$ cat src/rtl/seg7_scan_capture_pkg.sv
// Shared constants for the 7-segment readback path: segment patterns
// (bit 0 = a .. bit 6 = g, active-low) and the scan FSM state type.
package seg7_pkg;

  localparam int SEG_W = 7;

  // Index i holds the lit pattern for hex digit i.
  localparam logic [SEG_W-1:0] SEG_PAT [16] = '{
    7'b1000000, 7'b1111001, 7'b0100100, 7'b0110000,
    7'b0011001, 7'b0010010, 7'b0000010, 7'b1111000,
    7'b0000000, 7'b0010000, 7'b0001000, 7'b0000011,
    7'b1000110, 7'b0100001, 7'b0000110, 7'b0001110
  };

  localparam logic [SEG_W-1:0] SEG_BLANK = 7'b1111111;

  typedef enum logic [1:0] {
    IDLE     = 2'd0,
    SETTLE   = 2'd1,
    CAPTURED = 2'd2
  } scan_state_t;

endpackage

$ cat src/rtl/seg7_scan_capture_if.sv
// Valid/ready event port carrying confirmed digit changes.
interface seg7_evt_if;
  logic       valid;
  logic [2:0] digit;
  logic [3:0] value;
  logic       ready;

  modport master (output valid, output digit, output value, input ready);
  modport slave  (input valid, input digit, input value, output ready);
endinterface

$ cat src/rtl/seg7_pattern_decode.sv
// Combinational 7-segment pattern to hex nibble lookup; hit is low for
// any pattern outside the table (blank included).
module seg7_pattern_decode
  import seg7_pkg::*;
(
  input  logic [SEG_W-1:0] seg_i,
  output logic             hit_o,
  output logic [3:0]       nib_o
);

  always_comb begin
    hit_o = 1'b0;
    nib_o = 4'h0;
    for (int i = 0; i < 16; i++) begin
      if (seg_i == SEG_PAT[i]) begin
        hit_o = 1'b1;
        nib_o = 4'(i);
      end
    end
  end

endmodule

$ cat src/rtl/seg7_scan_capture.sv
// Samples the multiplexed display bus, captures one pattern per stable
// window and confirms per-digit values after repeated identical captures.
//
// state    | meaning
// IDLE     | no single digit enabled
// SETTLE   | one digit enabled, counting stable cycles
// CAPTURED | window already sampled, waiting for the bus to change
module seg7_scan_capture
  import seg7_pkg::*;
#(
  parameter int NUM_DIGITS  = 4,
  parameter int SETTLE_CYC  = 4,
  parameter int MATCH_COUNT = 3
) (
  input  logic                    clk,
  input  logic                    rst_n,
  input  logic [SEG_W-1:0]        seg_in,
  input  logic [NUM_DIGITS-1:0]   an_in,
  output logic [4*NUM_DIGITS-1:0] digits_out,
  output logic [NUM_DIGITS-1:0]   digit_valid,
  output logic                    bad_pattern,
  output logic                    overflow,
  input  logic                    ovf_clr,
  seg7_evt_if.master              evt
);

  localparam int IW = $clog2(NUM_DIGITS);
  localparam int CW = (SETTLE_CYC > 1) ? $clog2(SETTLE_CYC) : 1;
  localparam logic [CW-1:0] CNT_LAST = CW'(SETTLE_CYC - 1);
  localparam logic [2:0]    MC       = 3'(MATCH_COUNT);

  logic [SEG_W-1:0]      seg_s1_q, seg_s2_q, seg_prev_q;
  logic [NUM_DIGITS-1:0] an_s1_q, an_s2_q, an_prev_q;
  scan_state_t           state_q;
  logic [CW-1:0]         cnt_q;
  logic                  cap_q, cap_hit_q, bad_q;
  logic [IW-1:0]         cap_dig_q;
  logic [3:0]            cap_nib_q;
  logic [3:0]            cand_q [NUM_DIGITS];
  logic [2:0]            mcnt_q [NUM_DIGITS];
  logic [3:0]            dig_q  [NUM_DIGITS];
  logic [NUM_DIGITS-1:0] vld_q;
  logic                  evt_v_q, ovf_q;
  logic [2:0]            evt_d_q;
  logic [3:0]            evt_n_q;

  logic                  changed, onehot, dec_hit;
  logic [NUM_DIGITS-1:0] an_low;
  logic [IW-1:0]         sel_idx;
  logic [3:0]            dec_nib;
  logic [2:0]            mcnt_d;
  logic                  confirm, drop;

  seg7_pattern_decode u_dec (.seg_i(seg_s2_q), .hit_o(dec_hit), .nib_o(dec_nib));

  assign changed = (seg_s2_q != seg_prev_q) || (an_s2_q != an_prev_q);
  assign an_low  = ~an_s2_q;
  assign onehot  = (an_low != '0) && ((an_low & (an_low - NUM_DIGITS'(1))) == '0);

  always_comb begin
    sel_idx = '0;
    for (int i = 0; i < NUM_DIGITS; i++) begin
      if (!an_s2_q[i]) sel_idx = IW'(i);
    end
  end

  always_ff @(posedge clk or negedge rst_n) begin
    if (!rst_n) begin
      seg_s1_q   <= '0;
      seg_s2_q   <= '0;
      seg_prev_q <= '0;
      an_s1_q    <= '0;
      an_s2_q    <= '0;
      an_prev_q  <= '0;
    end else begin
      seg_s1_q   <= seg_in;
      seg_s2_q   <= seg_s1_q;
      seg_prev_q <= seg_s2_q;
      an_s1_q    <= an_in;
      an_s2_q    <= an_s1_q;
      an_prev_q  <= an_s2_q;
    end
  end

  always_ff @(posedge clk or negedge rst_n) begin
    if (!rst_n) begin
      state_q   <= IDLE;
      cnt_q     <= '0;
      cap_q     <= 1'b0;
      cap_hit_q <= 1'b0;
      cap_dig_q <= '0;
      cap_nib_q <= '0;
      bad_q     <= 1'b0;
    end else begin
      cap_q <= 1'b0;
      bad_q <= 1'b0;
      case (state_q)
        IDLE: begin
          if (onehot) begin
            state_q <= SETTLE;
            cnt_q   <= '0;
          end
        end
        SETTLE: begin
          if (changed) begin
            state_q <= onehot ? SETTLE : IDLE;
            cnt_q   <= '0;
          end else if (cnt_q == CNT_LAST) begin
            state_q   <= CAPTURED;
            cap_q     <= 1'b1;
            cap_hit_q <= dec_hit;
            cap_nib_q <= dec_nib;
            cap_dig_q <= sel_idx;
            bad_q     <= ~dec_hit;
          end else begin
            cnt_q <= cnt_q + CW'(1);
          end
        end
        CAPTURED: begin
          if (changed) begin
            state_q <= onehot ? SETTLE : IDLE;
            cnt_q   <= '0;
          end
        end
        default: state_q <= IDLE;
      endcase
    end
  end

  // Match count the captured digit will hold after this update.
  always_comb begin
    if (!cap_hit_q)                          mcnt_d = 3'd0;
    else if (cap_nib_q != cand_q[cap_dig_q]) mcnt_d = 3'd1;
    else if (mcnt_q[cap_dig_q] == MC)        mcnt_d = MC;
    else                                     mcnt_d = mcnt_q[cap_dig_q] + 3'd1;
  end

  assign confirm = cap_q && cap_hit_q && (mcnt_d == MC) &&
                   (!vld_q[cap_dig_q] || (cap_nib_q != dig_q[cap_dig_q]));
  assign drop    = confirm && evt_v_q && !evt.ready;

  always_ff @(posedge clk or negedge rst_n) begin
    if (!rst_n) begin
      for (int d = 0; d < NUM_DIGITS; d++) begin
        cand_q[d] <= '0;
        mcnt_q[d] <= '0;
        dig_q[d]  <= '0;
      end
      vld_q <= '0;
    end else if (cap_q) begin
      mcnt_q[cap_dig_q] <= mcnt_d;
      if (cap_hit_q) cand_q[cap_dig_q] <= cap_nib_q;
      if (confirm) begin
        dig_q[cap_dig_q] <= cap_nib_q;
        vld_q[cap_dig_q] <= 1'b1;
      end
    end
  end

  always_ff @(posedge clk or negedge rst_n) begin
    if (!rst_n) begin
      evt_v_q <= 1'b0;
      evt_d_q <= '0;
      evt_n_q <= '0;
      ovf_q   <= 1'b0;
    end else begin
      if (confirm && !drop) begin
        evt_v_q <= 1'b1;
        evt_d_q <= 3'(cap_dig_q);
        evt_n_q <= cap_nib_q;
      end else if (evt_v_q && evt.ready) begin
        evt_v_q <= 1'b0;
      end
      ovf_q <= drop || (ovf_q && !ovf_clr);
    end
  end

  always_comb begin
    digits_out = '0;
    for (int d = 0; d < NUM_DIGITS; d++) digits_out[4*d +: 4] = dig_q[d];
  end

  assign digit_valid = vld_q;
  assign bad_pattern = bad_q;
  assign overflow    = ovf_q;
  assign evt.valid   = evt_v_q;
  assign evt.digit   = evt_d_q;
  assign evt.value   = evt_n_q;

endmodule

$ cat src/flat_wrapper.sv
// flat-port wrapper written by rule: the top's interface ports become plain ports
module seg7_scan_capture_flat import seg7_pkg::*;
#(
  parameter int NUM_DIGITS  = 4,
  parameter int SETTLE_CYC  = 4,
  parameter int MATCH_COUNT = 3
)
  (clk, rst_n, seg_in, an_in, digits_out, digit_valid, bad_pattern, overflow, ovf_clr, evt_valid, evt_digit, evt_value, evt_ready);
  seg7_evt_if evt_i ();
  input  logic clk;
  input  logic rst_n;
  input  logic [SEG_W-1:0] seg_in;
  input  logic [NUM_DIGITS-1:0] an_in;
  output logic [4*NUM_DIGITS-1:0] digits_out;
  output logic [NUM_DIGITS-1:0] digit_valid;
  output logic bad_pattern;
  output logic overflow;
  input  logic ovf_clr;
  output wire logic [$bits(evt_i.valid)-1:0] evt_valid;
  output wire logic [$bits(evt_i.digit)-1:0] evt_digit;
  output wire logic [$bits(evt_i.value)-1:0] evt_value;
  input wire logic [$bits(evt_i.ready)-1:0] evt_ready;
  assign evt_valid = evt_i.valid;
  assign evt_digit = evt_i.digit;
  assign evt_value = evt_i.value;
  assign evt_i.ready = evt_ready;
  seg7_scan_capture #(.NUM_DIGITS(NUM_DIGITS), .SETTLE_CYC(SETTLE_CYC), .MATCH_COUNT(MATCH_COUNT)) u_core (.clk(clk), .rst_n(rst_n), .seg_in(seg_in), .an_in(an_in), .digits_out(digits_out), .digit_valid(digit_valid), .bad_pattern(bad_pattern), .overflow(overflow), .ovf_clr(ovf_clr), .evt(evt_i));
endmodule
$ cat config.mk
export PLATFORM = sky130hd
export DESIGN_NAME = seg7_scan_capture_flat
export DESIGN_NICKNAME = d
export VERILOG_FILES = /design/src/rtl/seg7_scan_capture_pkg.sv /design/src/rtl/seg7_scan_capture_if.sv /design/src/rtl/seg7_pattern_decode.sv /design/src/rtl/seg7_scan_capture.sv /design/src/flat_wrapper.sv
export SDC_FILE = /design/constraint.sdc
export NUM_CORES = 1
export LEC_CHECK = 0
export ABC_AREA = 0
export ABC_CLOCK_PERIOD_IN_PS = 7000
export CORE_ASPECT_RATIO = 0.75
export CORE_MARGIN = 5
export CORE_UTILIZATION = 61
export DETAILED_ROUTE_END_ITERATION = 16
export HOLD_SLACK_MARGIN = 0.08
export PLACE_DENSITY = 0.92
export SLEW_MARGIN = 10
export SYNTH_ARGS = -nofsm -noshare
export SYNTH_HDL_FRONTEND = slang
export SYNTH_SLANG_ARGS = --single-unit
$ cat constraint.sdc
create_clock -name clk -period 7 [get_ports clk]
set_clock_uncertainty 0.1 [all_clocks]
set_input_delay 2.1 -clock clk [delete_from_list [all_inputs] [get_ports clk]]
set_output_delay 2.1 -clock clk [all_outputs]
set_load 0.005 [all_outputs]
* Word-level counts from Yosys, hierarchy flattened
Index checks and enable logic that the tools add are counted.
** Storage, ports and cells
- Logic and storage cells :: 176
- Register bits after elaboration :: 102
- Input bits :: 15
** Operators by class
- Add/sub/neg operators :: 3
- $lt $le $gt $ge :: 4
- Mux-type cells :: 76
- Bitwise operators :: 6
- Reduce and logical (&&, ||, !) cells :: 29
- Equal/unequal tests :: 28
** Operators by type and width (count)
- $mux 4 :: 19
- $bwmux 16 :: 2
- $mux 1 :: 29
- $eq 7x7->1 const B :: 4
- $eq 7x5->1 const B :: 3
- $eq 7x6->1 const B :: 3
- $mux 2 :: 10
- $mux 3 :: 6
- $bmux 4 s2 :: 2
- $eq 7x2->1 const B :: 2
- $eq 7x4->1 const B :: 2
- $bwmux 12 :: 1
- $ne 4x4->1 :: 3
- $pmux 2 s3 :: 2
- $logic_and 1x1->1 :: 11
- $demux 4 s2 :: 1
- $eq 7x3->1 const B :: 1
- $logic_not 7->1 :: 1
- $ne 7x7->1 :: 1
- $bmux 3 s2 :: 1
- $demux 3 s2 :: 1
- $eq 3x2->1 const B :: 2
- $reduce_and 3->1 :: 2
- $and 4x4->4 :: 1
- other kinds (27) :: 36

* Logic depth before layout (Yosys ltp)
Gate-level depths: netlist (run 1).
- Depth after elaboration :: 21
- Gate-level depth with buffers :: 11

* Cells and area by module
A second synthesis (run 1) with hierarchy kept.
** Unflattened totals
- Cell total of the unflattened synthesis :: 334
- Area, all modules :: 4468.0 µm²
** By module, submodules not included
- seg7_scan_capture :: area each 4139.0 µm², cells each 279, instances 1, seq. area each 2552.4 µm²
- seg7_pattern_decode :: area each 329.1 µm², cells each 55, instances 1, seq. area each 0.0 µm²

* Worst setup path before layout (run 1)
No wires, ideal clock.
- Path kind :: input -> register
- Start point :: in evt_ready
- End point :: reg u_core.evt_d_q[0], in the netlist u_core.evt.digit[0]
- Arrival time :: 2.869 ns
- Setup time :: 0.125 ns
- Slack :: 3.907 ns
- Stages :: 3
- Buffers on the path :: 0
- Path through :: nand2b_1 -> nor3b_4 -> mux2_2
** On the way
- Word-level cells in the longest chain between the ends :: 4
** Ends and longest elaborated chain
- start, declared :: line flat_wrapper.sv:22 : input wire logic [$bits(evt_i.ready)-1:0] evt_ready;
- $logic_not 1->1 :: line seg7_scan_capture.sv:140 : assign drop = confirm && evt_v_q && !evt.ready;
- $logic_and 1x1->1 :: line seg7_scan_capture.sv:140
- $logic_not 1->1 :: line seg7_scan_capture.sv:167 : if (confirm && !drop) begin
- $logic_and 1x1->1 :: line seg7_scan_capture.sv:167
- end signal, assigned :: line seg7_scan_capture.sv:169 : evt_d_q <= 3'(cap_dig_q);
- end, declared :: line seg7_scan_capture.sv:44 : logic [2:0] evt_d_q;
Every way passes these cells.
A chain may end at the register's enable or synchronous reset.

* Worst setup path after layout (run 1)
- Start point :: reg u_core.dig_q (netlist bit u_core.digits_out[14])
- End point :: out digits_out[14]
** RTL lines
- start, declared :: line seg7_scan_capture.sv:41 : logic [3:0] dig_q [NUM_DIGITS];
- start signal, assigned by index :: line seg7_scan_capture.sv:154 : dig_q[cap_dig_q] <= cap_nib_q;
- end, declared :: line flat_wrapper.sv:14 : output logic [4*NUM_DIGITS-1:0] digits_out;
No word-level cell between the ends.

==> results of run 1 <==
cell families after synthesis:
kind of cell	Yosys count	share of synthesized area
flops	102	0.5646
simple gates	93	0.1210
mux	56	0.1738
compound gates	42	0.06227
buf+inv	26	0.02463
xor+xnor	21	0.04069
fa+ha+maj	5	0.01218
other cells	1	0.0008295
through the flow:
stage / area, sq um / util / setup WS (ns) / hold WS (ns) / power, mW
floorplan: 4521 / - / 3.907 / 0.2312 / 0.6398
global placement: 4997 / 0.6880 / 3.391 / 0.2316 / 0.6614
detailed placement: 4997 / 0.6880 / 3.332 / 0.2355 / 0.6653
CTS: 5184 / 0.7137 / 3.483 / 0.2574 / 1.003
global route: 5184 / 0.7137 / 3.407 / 0.2648 / 1.037
finish: 5184 / 0.7137 / 3.504 / 0.2548 / 0.9970
flip-flops by register name, summed over array words and instances, names as in the netlist:
name / cells
u_core.digits_out: 16
u_core.cand_q: 16
u_core.evt.value: 4
u_core.evt.valid: 1
u_core.an_s2_q: 4
u_core.an_s1_q: 4
u_core.evt.digit: 2
u_core.seg_prev_q: 7
u_core.an_prev_q: 4
u_core.mcnt_q: 12
u_core.state_q: 2
u_core.seg_s1_q: 7
u_core.cnt_q: 2
u_core.cap_q: 1
u_core.cap_dig_q: 2
u_core.cap_hit_q: 1
u_core.cap_nib_q: 4
u_core.seg_s2_q: 7
u_core.overflow: 1
u_core.digit_valid: 4
u_core.bad_pattern: 1
power breakdown:
group	total, mW	internal [mW]	switching (mW)
Clock	0.343	0.150	0.194
Combinational	0.0416	0.0186	0.0230
Sequential	0.612	0.599	0.0134
Total	0.997	0.767	0.230
how the worst min path moves through the flow:
stage | startpoint | end | cells past startpoint
finish | u_core.seg_s1_q[2]$_DFF_PN0_ | u_core.seg_s2_q[2]$_DFF_PN0_ | 0
global route | u_core.seg_s1_q[2]$_DFF_PN0_ | u_core.seg_s2_q[2]$_DFF_PN0_ | 0
CTS | u_core.seg_s1_q[2]$_DFF_PN0_ | u_core.seg_s2_q[2]$_DFF_PN0_ | 0
detailed placement | u_core.seg_s1_q[3]$_DFF_PN0_ | u_core.seg_s2_q[3]$_DFF_PN0_ | 0
global placement | u_core.an_s1_q[2]$_DFF_PN0_ | u_core.an_s2_q[2]$_DFF_PN0_ | 0
floorplan | u_core.an_s1_q[0]$_DFF_PN0_ | u_core.an_s2_q[0]$_DFF_PN0_ | 0
synthesized netlist by cell type (2+ instances only):
library cell	number	area [sq um]
mux4_2	6	135.1
nor3_2	2	20.02
o31ai_1	2	15.01
nor4_4	2	42.54
or2_2	5	31.28
buf_2	2	10.01
nor4b_1	2	17.52
a21oi_1	7	35.03
nor3b_1	3	22.52
nor4_1	3	18.77
nor3_1	5	25.02
a21o_1	2	15.01
inv_1	5	18.77
nand3_1	8	40.04
mux2i_1	2	20.02
nand3b_1	3	22.52
nor2_1	16	60.06
dfrtp_1	102	2552
o22ai_1	2	12.51
o21ai_0	13	65.06
mux2_2	42	473.0
ha_1	2	25.02
o21a_1	2	15.01
xor2_1	6	52.55
a31oi_1	4	25.02
nand2_1	23	86.33
nand4_1	3	18.77
xnor2_1	15	131.4
o22a_1	2	17.52
maj3_1	3	30.03
nand2b_1	5	31.28
mux4_1	6	157.7
nor2b_1	8	50.05
clkbuf_1	16	60.06
per-layer routing:
metal | GRT usage | share of wire | routed length, microns | vias up
met5 | 0 | 0 | 0 | -
met4 | 0.05663 | 0.019 | 172 | 0
met3 | 0.05227 | 0.062 | 572 | 24
met2 | 0.3346 | 0.50 | 4557 | 124
met1 | 0.3073 | 0.42 | 3883 | 1452
li1 | - | - | - | 1310
final cells by class:
type / count / area [sq um]
clock inverters: 4 / 31.28
repair buffers: 45 / 442.9
multi-input cells: 218 / 1857
inverters: 5 / 18.77
clock buffers: 12 / 155.1
fillers: 453 / 2079
well taps: 101 / 126.4
flip-flops and latches: 102 / 2552
==> run metrics, run 1 <==
synthesized flop and latch total 102; CP Depth 1; DRC Markers 0; Crit path required time 4.80 ns; io pins 45; Die Y 84.55 microns; Synth Instances 346; core area 7263 sq um; CTS tree done; syn_area_per_cell 13.07 sq um; Leak Pwr 2.300 nW; reg-to-reg startpoint u_core.cap_dig_q[1]$_DFFE_PN0P_; DR pass1 iterations 5; ys flop type dfrtp_1; Post-Route WL 9.185 mm; Final HPWL DP 6.528 mm; Initial Util 0.6224; via/cell ratio 5.975; GRT Total Usage 0.2154; final setup violating endpoints 0; Unique masters post-synth 51; total global routing overflow 0; Post-layout nets 398; root buffer cell clkbuf_8; Routed wire per std cell 18.86 microns; die span in x 109.4 microns; Max FO, Critical Path 3; total die area 9250 sq um; largest net degree at the start of global routing 61; CTS Buf Count 9; CTS clk-pin slew, worst paths 0.09 ns; Final min period 3.496 ns; area grow syn2layout 14.67%; commonest cells after routing, fill and taps aside 102 x dfrtp_1, 42 x mux2_2, 42 x clkdlybuf4s50_1, 23 x nand2_1, 16 x nor2_1; FF-to-FF path depth 6; Fin. Hold Viols 0; period utilization 0.4994; CP startpoint kind register; CTS resizes 0; CP arrival 1.30 ns; worst-path cell chain clkdlybuf4s50_1; initial antenna violation count 0; Slew Limit Fails 0; fraction of the yosys area taken by sequential cells 0.5646; fin cells 487; fmax 286.0 MHz; most common cell after layout, fill and taps aside dfrtp_1; Post-synth EDFFs 0; fraction of layout cells with a size suffix above 1 0.2047; RSZ-0062 raised after global routing false; yosys warns 0; Clock Sinks 102; Top delay family on crit path buffers and inverters; Vias 2910; Critical Path Start u_core.digits_out[14]$_DFFE_PN0P_; ANT nets after route 0; first-pass GRT wire length 15.38 mm; buffer and inverter count on the worst path 1; row count 27; Clk Latency, worst-skew pair 0.36 ns; CP max-delay cell clkdlybuf4s50_1; Post-CTS Hold Fix Bufs 0; post-CTS setup buffer count 0; Slew Limit Headroom 0.3205; CP endpoint digits_out[14]; CTS H-tree depth 3; Max Buffers Root-to-Sink 2; Slew @ Worst Pin 1.019 ns; Crit path largest cell delay 0.53 ns; vias in the first global route 3019; RePlAce Congestion 0.8533; Antenna Cells 0; max-cap viol count 0; drt initial violations 263; cell area after synthesis 4521 sq um; share of synthesized flip-flops with an asynchronous set or reset 1.000; Inst Count DP 471; Post-Syn Nets 363; I/O Buffers 43; Hold Crit Class reg2reg; worst vdd rail ir drop 135.1 uV; PD cells 192.3 nW/um^2; status finished clean; setup TNS 0 ns; critical path type reg2out; worst reg2reg path endpoint u_core.digits_out[8]$_DFFE_PN0P_; Crit. End Element primary output; Reg2Reg Setup Slack 3.55 ns
No activity file was read; power rests on OpenSTA's default activity.
==> inputs of run 2 (changes only) <==
--- a/config.mk
+++ b/config.mk
@@ -6,13 +6,13 @@
 export NUM_CORES = 1
 export LEC_CHECK = 0
 export ABC_AREA = 0
-export ABC_CLOCK_PERIOD_IN_PS = 7000
+export ABC_CLOCK_PERIOD_IN_PS = 2800
 export CORE_ASPECT_RATIO = 0.75
 export CORE_MARGIN = 5
-export CORE_UTILIZATION = 61
+export CORE_UTILIZATION = 51
 export DETAILED_ROUTE_END_ITERATION = 16
 export HOLD_SLACK_MARGIN = 0.08
-export PLACE_DENSITY = 0.92
+export PLACE_DENSITY = 0.82
 export SLEW_MARGIN = 10
 export SYNTH_ARGS = -nofsm -noshare
 export SYNTH_HDL_FRONTEND = slang
==> constraint.sdc (replaced) <==
create_clock -name clk -period 2.8 [get_ports clk]
set_clock_uncertainty 0.1 [all_clocks]
set_input_delay 0.84 -clock clk [delete_from_list [all_inputs] [get_ports clk]]
set_output_delay 0.84 -clock clk [all_outputs]
set_load 0.005 [all_outputs]
==> run 2 against run 1 <==
Against the previous run:
- the run now ends with negative setup slack left
- design area rose by 11%
- worst hold slack worse by 0.0073 ns
- count of clock-buffer cells in the layout shrank 2
- first-iteration DRC count grew 6.8%
- non-clock buffer count increased by 29
- flip-flop and latch count did not move
- core utilization shrank 4.1 points
- sequential power increased by 150%
- register-to-register slack lost 3.7 ns
- die area rose by 17%
- combinational power grew to 2.7 times the previous value
- via count increased by 7.0%
- critical path type is now reg2reg
- largest cell class unchanged
- largest power group unchanged
==> run metrics, run 2 (same netlist as run 1, synthesis figures left out) <==
RePlAce Congestion 0.8490 (-0.50%); Inst Count DP 493 (+4.7%); root buffer cell clkbuf_16; GRT Total Usage 0.1848 (-0.03063); status finished with violations; largest net degree at the start of global routing 42 (-31%); Initial Util 0.5279 (-0.09449); row count 29 (+7.4%); Hold Crit Class reg2reg; via/cell ratio 5.956 (-0.32%); Crit. End Element register; Crit path required time 2.92 ns (-1.88 ns); PD cells 489.3 nW/um^2 (+150%); initial antenna violation count 0 (unchanged); vias in the first global route 3039 (+0.66%); Top Layer Used met4; Logic pwr share 0.040 (-0.002); CTS tree done; io pins 45 (unchanged); Clock Sinks 102 (unchanged); die span in x 118.7 microns (+8.5%); Slew Limit Headroom 0.5695 (+0.2490); CTS clk-pin slew, worst paths 0.07 ns (-0.02 ns); worst setup margin -0.1979 ns (-3.702 ns); fin cells 523 (+7.4%); fmax 333.6 MHz; Final HPWL DP 6.494 mm (-0.52%); Post-Route WL 10.62 mm (+16%); Post-layout nets 427 (+7.3%); area grow syn2layout 27.46%; met3 wire length 591 microns (+3.3%); CP startpoint kind register; failing checks negative setup slack; worst vdd rail ir drop 376.5 uV (+180%); DRC Markers 0 (unchanged); drt initial violations 281 (+6.8%); Post-CTS Hold Fix Bufs 0 (unchanged); WL met1 4.634 mm (+19%); Leak Pwr 2.556 nW (+11%); setup TNS -3.480 ns (-3.480 ns); Slew Limit Fails 0 (unchanged); Final min period 2.998 ns; I/O Buffers 43 (unchanged); ANT nets after route 0 (unchanged); final setup violating endpoints 25 (+25); Clk Latency, worst-skew pair 0.34 ns (-0.02 ns); Antenna Cells 0 (unchanged); Clk pwr share 0.418 (+0.074); fraction of layout cells with a size suffix above 1 0.2940 (+0.08931); total die area 10870 sq um (+17%); core area 8563 sq um (+18%); CTS H-tree depth 3 (unchanged); sequential fraction of design power 0.542 (-0.072); commonest cells after routing, fill and taps aside 100 x dfrtp_1, 42 x clkdlybuf4s50_1, 23 x nand2_1, 22 x mux2_4; period utilization 1.071; Slew @ Worst Pin 0.6408 ns (-0.3785 ns); DR pass1 iterations 6 (+1); Routed wire per std cell 20.31 microns (+7.7%); most common cell after layout, fill and taps aside dfrtp_1; internal power 2.180 mW (+180%); Max FO, Critical Path 7 (+4); CTS Buf Count 9 (unchanged); switching share of power 0.2266 (-0.004373); Fin. Hold Viols 0 (unchanged); total global routing overflow 0 (unchanged); met2 WL 5.192 mm (+14%); RSZ-0062 raised after global routing true; Net Sw Power 0.6387 mW (+180%); Vias 3115 (+7.0%); Max Buffers Root-to-Sink 2 (unchanged); first-pass GRT wire length 16.05 mm (+4.3%); critical path type reg2reg; max-cap viol count 0 (unchanged); CP arrival 3.12 ns (+1.82 ns); Die Y 91.54 microns (+8.3%)
run 2: cell count changes in the layout (fill, tap and decap cells not counted), sizes merged:
| cell | before | now |
|---|---|---|
| clkbuf | 12 | 10 |
| inv | 5 | 6 |
| buf | 3 | 32 |
| clkinv | 1 | 3 |
| clkinvlp | 3 | 2 |
run 2: final timing paths:
path	slack, ns	start	cells after the start	end
max	-0.20	u_core.cap_dig_q[0]$_DFFE_PN0P_	9	u_core.evt.value[0]$_DFFE_PN0P_
min	0.25	u_core.seg_s1_q[6]$_DFF_PN0_	0	u_core.seg_s2_q[6]$_DFF_PN0_
max reg2reg	-0.20	u_core.cap_dig_q[0]$_DFFE_PN0P_	9	u_core.evt.value[0]$_DFFE_PN0P_
min reg2reg	0.25	u_core.seg_s1_q[6]$_DFF_PN0_	0	u_core.seg_s2_q[6]$_DFF_PN0_
max in group asynchronous	1.53	rst_n	2	u_core.seg_prev_q[2]$_DFF_PN0_
min in group asynchronous	0.37	rst_n	1	u_core.seg_s1_q[6]$_DFF_PN0_
run 2: critical path: stages, from the launching register on:
cell and delay, ns:
dfrtp_2 0.40, buf_12 0.12, buf_8 0.10, mux4_2 0.53
xor2_2 0.18, nor4_4 0.42, o211ai_4 0.25, nor3b_4 0.30
buf_12 0.17, mux2_4 0.30
run 2: power groups by stage:
| stage | Combinational [mW] | Clock, mW | Sequential [mW] |
|---|---|---|---|
| after floorplan | 0.0592 | 0 | 1.54 |
| after global placement | 0.109 | 0 | 1.55 |
| after detailed placement | 0.113 | 0 | 1.55 |
| after CTS | 0.114 | 1.19 | 1.53 |
| after global routing | 0.128 | 1.27 | 1.53 |
| final | 0.114 | 1.18 | 1.53 |
run 2: final cells by class:
| cell class | count | area [sq um] |
|---|---|---|
| Clock buffer | 10 | 239.0 |
| Clock inverter | 6 | 46.29 |
| Fill cell | 539 | 2801 |
| Inverter | 5 | 18.77 |
| Multi-Input combinational cell | 218 | 1988 |
| Sequential cell | 102 | 2555 |
| Tap cell | 108 | 135.1 |
| Timing Repair Buffer | 74 | 779.5 |
run 2: per-stage QoR:
step	power [mW]	hold slack, ns	utilization	setup WS [ns]	area, sq um
finish	2.819	0.2475	0.6729	-0.1979	5762
CTS	2.833	0.2491	0.6499	-0.07458	5565
global route	2.923	0.2486	0.6729	-0.2396	5762
detailed placement	1.668	0.2347	0.6052	-0.2882	5182
global placement	1.661	0.2345	0.6052	-0.1448	5182
floorplan	1.600	0.2312	-	0.01405	4598
run 2: timing repair:
item                       4_1_cts  5_1_grt
pin swaps                       10       11
setup endpoints to repair       26       26
setup buffers                    4       10
cloned                           0        0
resized for setup               23       11
hold endpoints to repair         0        0
run 2: routing by layer:
layer	vias up	track usage
li1	1358	-
met1	1609	0.2622
met2	126	0.2856
met3	22	0.04037
met4	0	0.06075
met5	-	0
==> inputs of run 3 (changes only) <==
--- a/config.mk
+++ b/config.mk
@@ -6,8 +6,7 @@
 export NUM_CORES = 1
 export LEC_CHECK = 0
 export ABC_AREA = 0
-export ABC_CLOCK_PERIOD_IN_PS = 2800
-export CORE_ASPECT_RATIO = 0.75
+export CORE_ASPECT_RATIO = 0.6
 export CORE_MARGIN = 5
 export CORE_UTILIZATION = 51
 export DETAILED_ROUTE_END_ITERATION = 16
==> run 3 against run 2 <==
Against the previous run:
- the run still ends with negative setup slack left
- fmax rose by 4.4%
- total power is 0.71% lower
- non-clock buffer count rose by 4
- core utilization shrank 1.1 points
- global-route usage grew 1.0 points
- combinational power barely moved
- count of clock-buffer cells in the layout decreased by 1
- via count fell by 3.4%
- critical path depth decreased by 1
- largest power group unchanged
==> run metrics, run 3 (same netlist as run 1, synthesis figures left out) <==
worst vdd rail ir drop 298.5 uV (-21%); max-cap viol count 0 (unchanged); fin area 5682 sq um (-1.4%); drt initial violations 289 (+2.8%); worst min-delay path startpoint u_core.seg_s1_q[0]$_DFF_PN0_; Hold Crit Class reg2reg; hold endpoint u_core.seg_s2_q[0]$_DFF_PN0_; commonest cells after routing, fill and taps aside 100 x dfrtp_1, 42 x clkdlybuf4s50_1, 32 x mux2_2, 30 x buf_4, 23 x nand2_1; CTS H-tree depth 3 (unchanged); largest net degree at the start of global routing 47 (+12%); FF-to-FF path depth 8 (-1); vias in the first global route 3137 (+3.2%); core area 8588 sq um (+0.29%); Max Buffers Root-to-Sink 2 (unchanged); via/cell ratio 5.667 (-4.9%); fmax 348.2 MHz (+4.4%); Crit. End Element register; io pins 45 (unchanged); Area after DPL 5233 sq um (+0.97%); worst setup margin -0.07181 ns (+0.1260 ns); die span in x 131.5 microns (+11%); Final HPWL DP 6.746 mm (+3.9%); RSZ-0062 raised after global routing true; Die Y 82.93 microns (-9.4%); CTS clk-pin slew, worst paths 0.07 ns (about the same); Setup WS pre-CTS -0.2095 ns (+0.07870 ns); Post-Route WL 10.26 mm (-3.5%); critical path type reg2reg; row count 26 (-10%); I/O Buffers 43 (unchanged); Fin. Hold Viols 0 (unchanged); DR pass1 iterations 5 (-1); hold depth 0 (unchanged); Slew Limit Fails 0 (unchanged); CTS Buf Count 9 (unchanged); DRC Markers 0 (unchanged); period utilization 1.026 (-0.04501); most common cell after layout, fill and taps aside dfrtp_1; Clk Latency, worst-skew pair 0.35 ns (about the same); Initial Util 0.5264 (-0.001538); GRT Total Usage 0.1949 (+0.01017); RePlAce Congestion 0.8632 (+1.7%); Leak Pwr 2.546 nW (-0.37%); CP arrival 3.01 ns (-0.11 ns); failing checks negative setup slack; CP startpoint kind register; first-pass GRT wire length 16.86 mm (+5.0%); Vias 3009 (-3.4%); Post-layout nets 431 (+0.94%); status finished with violations; Crit path required time 2.94 ns (+0.02 ns); Slew @ Worst Pin 0.6734 ns (+0.03256 ns); ANT nets after route 0 (unchanged); fillers 613 (+14%); area grow syn2layout 25.69%; initial antenna violation count 0 (unchanged); Clock Sinks 102 (unchanged); root buffer cell clkbuf_16; Max FO, Critical Path 6 (-1); Antenna Cells 0 (unchanged); Slew Limit Headroom 0.5476 (-0.02187); total die area 10910 sq um (+0.38%); final setup violating endpoints 14 (-44%); total global routing overflow 0 (unchanged); reg-to-reg startpoint u_core.cap_dig_q[0]$_DFFE_PN0P_; PD cells 492.7 nW/um^2 (+0.69%); worst reg2reg path endpoint u_core.digits_out[13]$_DFFE_PN0P_; Post-CTS Hold Fix Bufs 0 (unchanged); Reg2Reg Setup Slack -0.07 ns (+0.13 ns); Routed wire per std cell 19.31 microns (-4.9%); Final min period 2.872 ns (-0.1260 ns); fraction of layout cells with a size suffix above 1 0.3079 (+0.01390); CTS tree done
==> run 3: changes by cell type in the layout (fill, tap and decap cells not counted), sizes merged <==
| cell | previous run | this run |
|---|---|---|
| buf | 32 | 36 |
| clkbuf | 10 | 9 |
| clkinvlp | 2 | 3 |
==> run 3: cell type report <==
type                       instances  area [sq um]  share of cell area
clock buffer                       9         225.2             0.03964
clock inverter                     7         50.05            0.008809
inverter                           5         18.77            0.003303
multi-input combinational        218          1944              0.3422
sequential                       102          2555              0.4497
tap                              112         140.1             0.02466
timing repair buffer              78         748.2              0.1317
==> run 3: per-layer routing <==
metal | routed length, microns | global-route usage | vias up | share of wire
met5 | 0 | 0 | - | 0
li1 | - | - | 1373 | -
met4 | 151 | 0.06069 | 0 | 0.015
met2 | 4600 | 0.2744 | 124 | 0.45
met1 | 4809 | 0.2861 | 1499 | 0.47
met3 | 694 | 0.06522 | 13 | 0.068
==> run 3: stage by stage <==
stage / instances / power (mW) / hold slack (ns) / TNS [ns] / utilization
6_report: 531 / 2.799 / 0.2483 / -0.5620 / 0.6616
2_1_floorplan: 346 / 1.600 / 0.2312 / 0 / -
3_5_place_dp: 503 / 1.668 / 0.2355 / -3.920 / 0.6093
4_1_cts: 527 / 2.819 / 0.2501 / -0.1173 / 0.6504
5_1_grt: 531 / 2.896 / 0.2649 / -2.260 / 0.6616
3_3_place_gp: 503 / 1.662 / 0.2345 / -2.097 / 0.6093
==> run 3: how the worst max path moves through the flow <==
| stage | from | end | slack [ns] | cells after the start |
|---|---|---|---|---|
| after global placement | u_core.cap_dig_q[0]$_DFFE_PN0P_ | u_core.digits_out[3]$_DFFE_PN0P_ | -0.14 | 6 |
| after detailed placement | u_core.cap_dig_q[0]$_DFFE_PN0P_ | u_core.digits_out[2]$_DFFE_PN0P_ | -0.21 | 6 |
| after floorplan | u_core.cap_dig_q[0]$_DFFE_PN0P_ | u_core.evt.digit[0]$_DFFE_PN0P_ | 0.01 | 11 |
| after CTS | u_core.cap_dig_q[0]$_DFFE_PN0P_ | u_core.digits_out[2]$_DFFE_PN0P_ | -0.02 | 9 |
| after global routing | u_core.cap_dig_q[0]$_DFFE_PN0P_ | u_core.digits_out[2]$_DFFE_PN0P_ | -0.15 | 9 |
| final | u_core.cap_dig_q[0]$_DFFE_PN0P_ | u_core.digits_out[13]$_DFFE_PN0P_ | -0.07 | 8 |
==> run 3: report_power, final <==
group          internal [mW]  total [mW]  switching (mW)
sequential              1.50        1.53          0.0289
clock                  0.604        1.16           0.555
combinational         0.0512       0.114          0.0628
total                   2.15        2.80           0.647
==> run 3: critical path: stages, from the launching register on <==
cell and delay [ns]:
dfrtp_2 0.41, buf_6 0.13, mux4_2 0.50, xor2_1 0.18
nor4_4 0.26, buf_4 0.18, o211ai_4 0.17, nor3_4 0.44
mux2_2 0.38
==> run 3: timing repair <==
action                     4_1_cts  5_1_grt
resized for setup               10       13
hold endpoints to repair         0        0
setup endpoints to repair       26       23
pin swaps                        6        8
setup buffers                    8        5
